<file path="src/rtl/spi_cmd_pkg.sv">
// spi_cmd_pkg: shared types and constants for the SPI command sequencer.
//   state_t       : sequencer states (S_IDLE, S_WDATA, S_BUS, S_RDUMMY)
//   CMD_WR_BIT    : command byte bit selecting write (1) or read (0)
//   CMD_BURST_BIT : command byte bit selecting auto-increment burst access
//   ADDR_W        : register address width
//   addr_next()   : burst address step, wraps 63 -> 0
package spi_cmd_pkg;

    typedef enum logic [1:0] {
        S_IDLE   = 2'd0,
        S_WDATA  = 2'd1,
        S_BUS    = 2'd2,
        S_RDUMMY = 2'd3
    } state_t;

    localparam int CMD_WR_BIT    = 7;
    localparam int CMD_BURST_BIT = 6;
    localparam int ADDR_W        = 6;

    // Natural overflow of the ADDR_W-bit sum gives the modulo-64 wrap.
    function automatic logic [ADDR_W-1:0] addr_next(input logic [ADDR_W-1:0] addr);
        return addr + 1'b1;
    endfunction

endpackage

</file>
<file path="src/rtl/spi_rx_strobe.sv">
// spi_rx_strobe: turns the synchronized rx_ready level into a one-cycle
// byte strobe and presents the byte that belongs to it.
//   clk_sys   in  : system clock
//   rst_n     in  : asynchronous active-low reset
//   rx_data   in  : synchronized received byte
//   rx_ready  in  : synchronized byte-ready level (rising edge = new byte)
//   strobe    out : high for the single cycle in which rx_ready rises
//   byte_data out : received byte; equals rx_data during the strobe cycle
//                   and holds the last captured byte otherwise
module spi_rx_strobe (
    input  logic       clk_sys,
    input  logic       rst_n,
    input  logic [7:0] rx_data,
    input  logic       rx_ready,
    output logic       strobe,
    output logic [7:0] byte_data
);

    logic       rx_ready_q;
    logic [7:0] byte_q;

    always_ff @(posedge clk_sys or negedge rst_n) begin
        if (!rst_n) begin
            rx_ready_q <= 1'b0;
            byte_q     <= 8'h00;
        end else begin
            rx_ready_q <= rx_ready;
            if (strobe) begin
                byte_q <= rx_data;
            end
        end
    end

    assign strobe = rx_ready & ~rx_ready_q;

    // Bypass so the sequencer can act on the byte in the strobe cycle itself;
    // this keeps the strobe-to-output latency at exactly one clock.
    assign byte_data = strobe ? rx_data : byte_q;

endmodule

</file>
<file path="src/rtl/spi_cmd_ctrl.sv">
// spi_cmd_ctrl: decodes SPI bytes into register-bus reads/writes, with
// single and auto-increment burst access and an inter-byte timeout that
// re-frames the link (there is no chip select).
// Optional feature macro: SPI_CMD_ERR_CNT_EN (saturating error counter).
//   clk_sys   in  : system clock
//   rst_n     in  : asynchronous active-low reset
//   rx_data   in  : synchronized received byte
//   rx_ready  in  : synchronized byte-ready level
//   reg_req   out : bus request, held until reg_ack
//   reg_we    out : 1 = write, 0 = read
//   reg_addr  out : register address
//   reg_wdata out : write data
//   reg_ack   in  : single-cycle completion
//   reg_rdata in  : read data, valid with reg_ack
//   tx_data   out : byte for the SPI transmit shifter
//   tx_load   out : one-cycle pulse, tx_data updated
//   overrun   out : one-cycle pulse, byte dropped because the bus was busy
//   timeout   out : one-cycle pulse, frame abandoned
//   err_cnt   out : saturating count of overrun/timeout events (0 if not built)
//
// Bus handshake: reg_req rises together with stable reg_we/reg_addr/reg_wdata
// and stays high with those fields frozen until the cycle in which reg_ack
// is sampled high; reg_req is low from the following cycle. reg_ack is only
// honoured while a request is outstanding (state S_BUS).
module spi_cmd_ctrl
    import spi_cmd_pkg::*;
#(
    parameter int TIMEOUT_CYCLES = 1024,
    parameter int ERR_CNT_W      = 8
) (
    input  logic                 clk_sys,
    input  logic                 rst_n,
    input  logic [7:0]           rx_data,
    input  logic                 rx_ready,
    output logic                 reg_req,
    output logic                 reg_we,
    output logic [ADDR_W-1:0]    reg_addr,
    output logic [7:0]           reg_wdata,
    input  logic                 reg_ack,
    input  logic [7:0]           reg_rdata,
    output logic [7:0]           tx_data,
    output logic                 tx_load,
    output logic                 overrun,
    output logic                 timeout,
    output logic [ERR_CNT_W-1:0] err_cnt
);

    localparam int              TMR_W    = $clog2(TIMEOUT_CYCLES + 1);
    localparam logic [TMR_W-1:0] TMR_LAST = TMR_W'(TIMEOUT_CYCLES - 1);

    state_t           state;
    logic             burst;
    logic             strobe;
    logic [7:0]       byte_data;
    logic [TMR_W-1:0] timer;
    logic             timer_expired;

    spi_rx_strobe u_rx_strobe (
        .clk_sys   (clk_sys),
        .rst_n     (rst_n),
        .rx_data   (rx_data),
        .rx_ready  (rx_ready),
        .strobe    (strobe),
        .byte_data (byte_data)
    );

    // Inter-byte timer: only runs while waiting for the next byte of a frame.
    always_ff @(posedge clk_sys or negedge rst_n) begin
        if (!rst_n) begin
            timer <= '0;
        end else if (strobe || state == S_IDLE || state == S_BUS) begin
            timer <= '0;
        end else begin
            timer <= timer + 1'b1;
        end
    end

    assign timer_expired = (timer == TMR_LAST);

    always_ff @(posedge clk_sys or negedge rst_n) begin
        if (!rst_n) begin
            state     <= S_IDLE;
            burst     <= 1'b0;
            reg_req   <= 1'b0;
            reg_we    <= 1'b0;
            reg_addr  <= '0;
            reg_wdata <= 8'h00;
            tx_data   <= 8'h00;
            tx_load   <= 1'b0;
            overrun   <= 1'b0;
            timeout   <= 1'b0;
        end else begin
            tx_load <= 1'b0;
            overrun <= 1'b0;
            timeout <= 1'b0;
            case (state)
                S_IDLE: begin
                    if (strobe) begin
                        reg_addr <= byte_data[ADDR_W-1:0];
                        burst    <= byte_data[CMD_BURST_BIT];
                        if (byte_data[CMD_WR_BIT]) begin
                            reg_we <= 1'b1;
                            state  <= S_WDATA;
                        end else begin
                            reg_we  <= 1'b0;
                            reg_req <= 1'b1;
                            state   <= S_BUS;
                        end
                    end
                end
                S_WDATA: begin
                    // A byte arriving on the expiry cycle still counts.
                    if (strobe) begin
                        reg_wdata <= byte_data;
                        reg_we    <= 1'b1;
                        reg_req   <= 1'b1;
                        state     <= S_BUS;
                    end else if (timer_expired) begin
                        timeout <= 1'b1;
                        state   <= S_IDLE;
                    end
                end
                S_BUS: begin
                    // The bus fields stay frozen; a byte here is simply lost.
                    if (strobe) begin
                        overrun <= 1'b1;
                    end
                    if (reg_ack) begin
                        reg_req <= 1'b0;
                        if (!reg_we) begin
                            tx_data <= reg_rdata;
                            tx_load <= 1'b1;
                        end
                        if (burst) begin
                            reg_addr <= addr_next(reg_addr);
                            state    <= reg_we ? S_WDATA : S_RDUMMY;
                        end else begin
                            state <= S_IDLE;
                        end
                    end
                end
                S_RDUMMY: begin
                    // Dummy byte content is irrelevant; it only paces the read.
                    if (strobe) begin
                        reg_we  <= 1'b0;
                        reg_req <= 1'b1;
                        state   <= S_BUS;
                    end else if (timer_expired) begin
                        timeout <= 1'b1;
                        state   <= S_IDLE;
                    end
                end
                default: begin
                    state <= S_IDLE;
                end
            endcase
        end
    end

`ifdef SPI_CMD_ERR_CNT_EN
    always_ff @(posedge clk_sys or negedge rst_n) begin
        if (!rst_n) begin
            err_cnt <= '0;
        end else if ((overrun || timeout) && (err_cnt != '1)) begin
            err_cnt <= err_cnt + 1'b1;
        end
    end
`else
    assign err_cnt = '0;
`endif

endmodule

</file>
<file path="config.mk">
export PLATFORM = sky130hd
export DESIGN_NAME = spi_cmd_ctrl
export DESIGN_NICKNAME = d
export VERILOG_FILES = /design/src/rtl/spi_cmd_pkg.sv /design/src/rtl/spi_rx_strobe.sv /design/src/rtl/spi_cmd_ctrl.sv
export SDC_FILE = /design/constraint.sdc
export NUM_CORES = 1
export LEC_CHECK = 0
export ABC_AREA = 1
export CAP_MARGIN = 25
export CORE_AREA = 8 8 57 106
export CTS_CLUSTER_DIAMETER = 80
export DETAILED_ROUTE_END_ITERATION = 10
export DIE_AREA = 0 0 65 114
export PLACE_DENSITY = 0.87
export REMOVE_ABC_BUFFERS = 1
export SLEW_MARGIN = 20
export SYNTH_ARGS = -nofsm -noshare
export SYNTH_HDL_FRONTEND = slang
export SYNTH_SLANG_ARGS = --single-unit
</file>
<file path="constraint.sdc">
create_clock -name clk_sys -period 2.59 [get_ports clk_sys]
set_input_delay 0.259 -clock clk_sys [delete_from_list [all_inputs] [get_ports clk_sys]]
set_output_delay 0.259 -clock clk_sys [all_outputs]
set_load 0.01 [all_outputs]
</file>
* Word level (Yosys, flattened, before mapping) *
Cells that the tools add are included.

storage, ports and cells
  register bits = 50
  output and inout port bits = 35
  word-level logic and storage cells = 74

cells by class
  add/sub/neg operators = 2
  equality and inequality tests = 12
  muxes and demuxes = 31
  bitwise logic cells = 3
  reduce and logical (&&, ||, !) cells = 13

operators with widths
  cell                   count
  $mux 6                 3
  $mux 1                 15
  $mux 2                 7
  $ne 2x2->1 const B     6
  $pmux 6 s2             1
  $reduce_and 4->1       3
  $add 11x1->11 const B  1
  $eq 11x10->1 const B   1
  $mux 11                1
  $mux 8                 1
  $add 6x1->6 const B    1
  $pmux 1 s3             2
  $pmux 2 s3             1
  $reduce_and 3->1       2
  $eq 2x2->1 const B     2
  $reduce_and 2->1       2
  $ne 3x1->1 const B     1
  $reduce_bool 3->1      1
  $eq 2x1->1 const B     1
  $logic_not 2->1        1
  $logic_or 1x1->1       2
  $ne 2x1->1 const B     1
  $not 1->1              2
  $reduce_bool 2->1      1
  other kinds (2)        2

* Depth between registers and ports, before layout *
  depth after elaboration = 6
  mapped depth = 10
  mapped depth without buffers = 10

* Modules after synthesis *
From an unflattened synthesis, not the netlist that was laid out.

second synthesis, totals
  cells, all modules = 288
  area total of the unflattened synthesis = 2411.1 um^2

modules (own cells, without submodules)
  module         times used  cells each  area each (um^2)  sequential area each (um^2)
  spi_cmd_ctrl   1           251         2039.5            1026.0
  spi_rx_strobe  1           37          371.6             225.2

* Least setup slack after synthesis *
Ideal clock, no wire load.

  path kind = flip-flop to flip-flop
  start point = register state[0]
  end point = register reg_addr[3]
  arrival = 1.272 ns
  data required time = 2.525 ns
  slack = 1.253 ns
  cell stages (with the launch flop) = 9
  cells stage by stage = dfrtp_1 > inv_1 > ha_1 > buf_6 > nand2_1 > nand3_2 > inv_2 > nand3_1 > nand2_1

between the ends
  word-level cells in the longest chain between the ends = 3

RTL lines
  element                                                           RTL line             RTL
  start: declaration                                                spi_cmd_ctrl.sv:51   state_t state;
  start signal: assignment                                          spi_cmd_ctrl.sv:136  state <= reg_we ? S_WDATA : S_RDUMMY;
  $eq 2x2->1 or $logic_not 2->1 (tied branches)                     spi_cmd_ctrl.sv:96   case (state)
  $ne 2x2->1 (no source line) or $reduce_bool 2->1 (tied branches)  --
  $reduce_and 4->1 (no source line)                                 --
  end signal: assignment                                            spi_cmd_ctrl.sv:99   reg_addr <= byte_data[ADDR_W-1:0];
  end signal: assignment                                            spi_cmd_ctrl.sv:135  reg_addr <= addr_next(reg_addr);
  end: declaration                                                  spi_cmd_ctrl.sv:37   output logic [ADDR_W-1:0] reg_addr,

Several ways; a longest one is shown, not always the timed one.
A chain may end at the register's enable or synchronous reset.

* Final worst setup path *
  start point = register state[0]
  end point = register timer[3]

between the ends
  word-level cells in the longest chain between the ends = 4

RTL lines
  element                 RTL line            RTL
  $logic_not 2->1         spi_cmd_ctrl.sv:71  end else if (strobe || state == S_IDLE || state == S_BUS) begin
  $logic_or 1x1->1        spi_cmd_ctrl.sv:71
  $logic_or 1x1->1 *      spi_cmd_ctrl.sv:71
  $mux 11 *               spi_cmd_ctrl.sv:71
  end signal: assignment  spi_cmd_ctrl.sv:74  timer <= timer + 1'b1;
  end: declaration        spi_cmd_ctrl.sv:55  logic [TMR_W-1:0] timer;

Every way passes the cells marked *; elsewhere a longest branch is shown, timed or not.

==> summary.txt <==
Timing
  • Relative slew margins: 0.451
  • Tmin final: 1.84 ns
  • Final Hold Vio Count: 0
  • Final period util: 0.710
  • RSZ-0062 raised after global routing: no
  • Setup violators final: 0
  • TNS Setup: 0 ns
  • Clk_skew: 0.00600 ns
  • Worst-Margin Slew: 0.824 ns
  • Hold Slack: 0.0380 ns
  • Max Freq: 544 MHz
  • Max-slew violation count: 0

Place
  • Routability cong.: 0.837
  • HPWL after DPL: 4230 um
  • Port Buf Inserts: 46

Floorplanning
  • Num rows: 35
  • Initial Util: 0.529
  • # IOs: 55
  • Core Footprint: 4600 um^2
  • Die Width: 65 um
  • Die ar.: 7410 um^2
  • Die H: 114 um

Global routing
  • Overflow after GRT: 0
  • Pin count of the biggest net entering global routing: 40
  • Tot GR Track Use: 0.159
  • Initial antenna violation count: 0
  • Vias in the first global route: 2158
  • First-pass GRT wire length: 9550 um

Pwr
  • Leakage: 1.51 nW
  • Seq pwr share: 0.389
  • Logic pwr share: 0.430
  • Pwr dens: 1010 nW/um^2
  • Maximum vdd ir drop: 0.710 mV
  • Internal power: 0.00188 W
  • NetSw: 0.00115 W
  • Clock share of power: 0.181
  • Sw Ratio: 0.379

Drt
  • Post-Route WL: 5390 um
  • Drt wl/cell: 13.5 um
  • Initial DRC count: 73
  • Drt pass-1 iters: 4
  • Remaining antenna violation count: 0
  • Via-to-Cell Ratio: 5.01
  • Vias: 2000
  • Drc violations: 0

Synthesis
  • Sequential cell area fraction in the yosys report: 0.504
  • Mapped Avg Cell Area: 8.31 um^2
  • Yosys reg bits: 49
  • Cell variety after synth: 30
  • Mapped Cells: 293
  • Synthesized area: 2430 um^2
  • Yosys warns: 0

Setup path
  • Worst path buffer plus inverter count: 3
  • Crit start category: flop
  • Most used cell, CP: inv_1
  • WS Path Type: reg -> reg
  • Crit. End Element: flop
  • Crit-path max FO: 13
  • Worst path max stage delay: 0.48 ns
  • CP arrival: 2.02 ns
  • Slowest-stage cell, CP: ha_1
  • Top delay family on crit path: buffers and inverters
  • Worst-path cell chain: inv_1 -> ha_1 -> inv_1 -> nand3_4 -> clkinv_2 -> o21ai_1 -> a21oi_1
  • Required @ worst endpoint: 2.77 ns

Flow run
  • Max_cap viols: 0

CTS
  • CTS Sinks: 49
  • TritonCTS clock tree: built
  • Clock Tree Buf Depth: 2
  • CTS Buf Count: 5
  • Post-CTS setup buffer count: 0
  • Clock latency on the worst-skew pair: 0.30 ns
  • Clk slew on worst S/H paths: 0.09 ns
  • Hold buffers post-CTS: 0
  • H-Tree Depth: 2
  • Root buffer cell: clkbuf_8
  • Post-CTS Resized: 0

Finish
  • Nets: 369
  • Antenna cells: 0
  • Share of layout cells above drive strength 1: 0.102
  • Area growth, synth to finish: 23.9%

Min path
  • Hold Path Class: in -> async

Status
  • Status: completed
state kept, by name, indices dropped and copies added, names as in the netlist:
name,count
timer,11
reg_wdata,8
tx_data,8
u_rx_strobe.byte_q,7
reg_addr,6
state,2
burst,1
overrun,1
reg_req,1
reg_we,1
timeout,1
tx_load,1
u_rx_strobe.rx_ready_q,1
cells in the mapped netlist, drive strengths merged:
| cell type | number | area [um^2] |
|---|---|---|
| nor3 | 2 | 10.0 |
| o211ai | 3 | 32.5 |
| a21oi | 8 | 40.0 |
| o21ai | 21 | 116 |
| mux2 | 2 | 22.5 |
| and3 | 1 | 6.26 |
| xor2 | 1 | 8.76 |
| buf | 12 | 98.8 |
| nand4 | 4 | 25.0 |
| clkinv | 1 | 5.00 |
| nor2 | 19 | 83.8 |
| dfrtp | 49 | 1230 |
| inv | 37 | 139 |
| conb | 1 | 3.75 |
| a31oi | 1 | 6.26 |
| nand2 | 105 | 412 |
| ha | 6 | 75.1 |
| nand3 | 20 | 123 |
final cells by class:
| type | count | area, um^2 |
|---|---|---|
| Inverter | 38 | 144 |
| Clock inverter | 3 | 46.3 |
| Timing Repair Buffer | 48 | 470 |
| Fill cell | 374 | 1580 |
| Tap cell | 55 | 68.8 |
| Clock buffer | 5 | 68.8 |
| Multi-Input combinational cell | 201 | 991 |
| Sequential cell | 49 | 1230 |
cell families after synthesis:
group / Yosys count / share of synthesized area
and+or+nand+nor: 151 / 0.271
AOI/OAI and AO/OA: 33 / 0.0802
xor gates and xnor gates: 1 / 0.00360
other: 1 / 0.00154
DFF: 49 / 0.504
buffers and inverters: 50 / 0.0997
adders and majority gates: 6 / 0.0308
muxes: 2 / 0.00925
power groups by stage:
stage / sequential (W) / combinational (W) / clock [W]
6_report: 0.00118 / 0.00131 / 0.000549
5_1_grt: 0.00121 / 0.00147 / 0.000589
4_1_cts: 0.00118 / 0.00132 / 0.000556
3_5_place_dp: 0.00119 / 0.00131 / 0
3_3_place_gp: 0.00118 / 0.00128 / 0
2_1_floorplan: 0.00124 / 0.000659 / 0
cell usage in the layout (no fill, tap or decap), types with 6 or more instances in the layout:
master	instances
a21oi_1	8
o21ai_0	6
nand3_1	17
dfrtp_1	49
nor2_1	16
ha_1	6
clkdlybuf4s50_1	45
inv_1	32
nand2_1	100
o21ai_1	12
conb_1	8
metal layers:
layer,track usage,vias up,share of wire
li1,-,1003,-
met1,0.164,940,0.38
met2,0.299,47,0.55
met3,0.0265,10,0.041
met4,0.0704,0,0.025
met5,0,-,0
worst reg2reg max path, cell delays in order (launching register included):
cell and delay, ns:
dfrtp_1 0.43, inv_1 0.09, ha_1 0.48, inv_1 0.28, nand3_4 0.17, clkinv_2 0.12
o21ai_1 0.09, a21oi_1 0.05
path summary, 6_finish.rpt:
| kind | slack, ns | from | depth (start not counted) | to |
|---|---|---|---|---|
| max | 0.75 | state[0] | 7 | timer[3] |
| min | 0.04 | rst_n | 1 | reg_wdata[7] |
| max reg2reg | 0.75 | state[0] | 7 | timer[3] |
| min reg2reg | 0.49 | tx_data[5] | 2 | tx_data[5] |
| max in group asynchronous | 1.91 | rst_n | 2 | timer[10] |
| min in group clk_sys | 0.48 | reg_rdata[5] | 3 | tx_data[5] |
metrics by stage:
step	total power, W	utilization	area, um^2	setup slack (ns)	cells
after floorplan	0.00189	-	2360	1.06	288
after global routing	0.00327	0.656	3020	0.571	399
final	0.00303	0.656	3020	0.752	399
after global placement	0.00246	0.631	2900	0.753	391
after detailed placement	0.00249	0.631	2900	0.710	391
after CTS	0.00306	0.656	3020	0.739	399
Note: power is estimated with default switching activity, not from simulation.
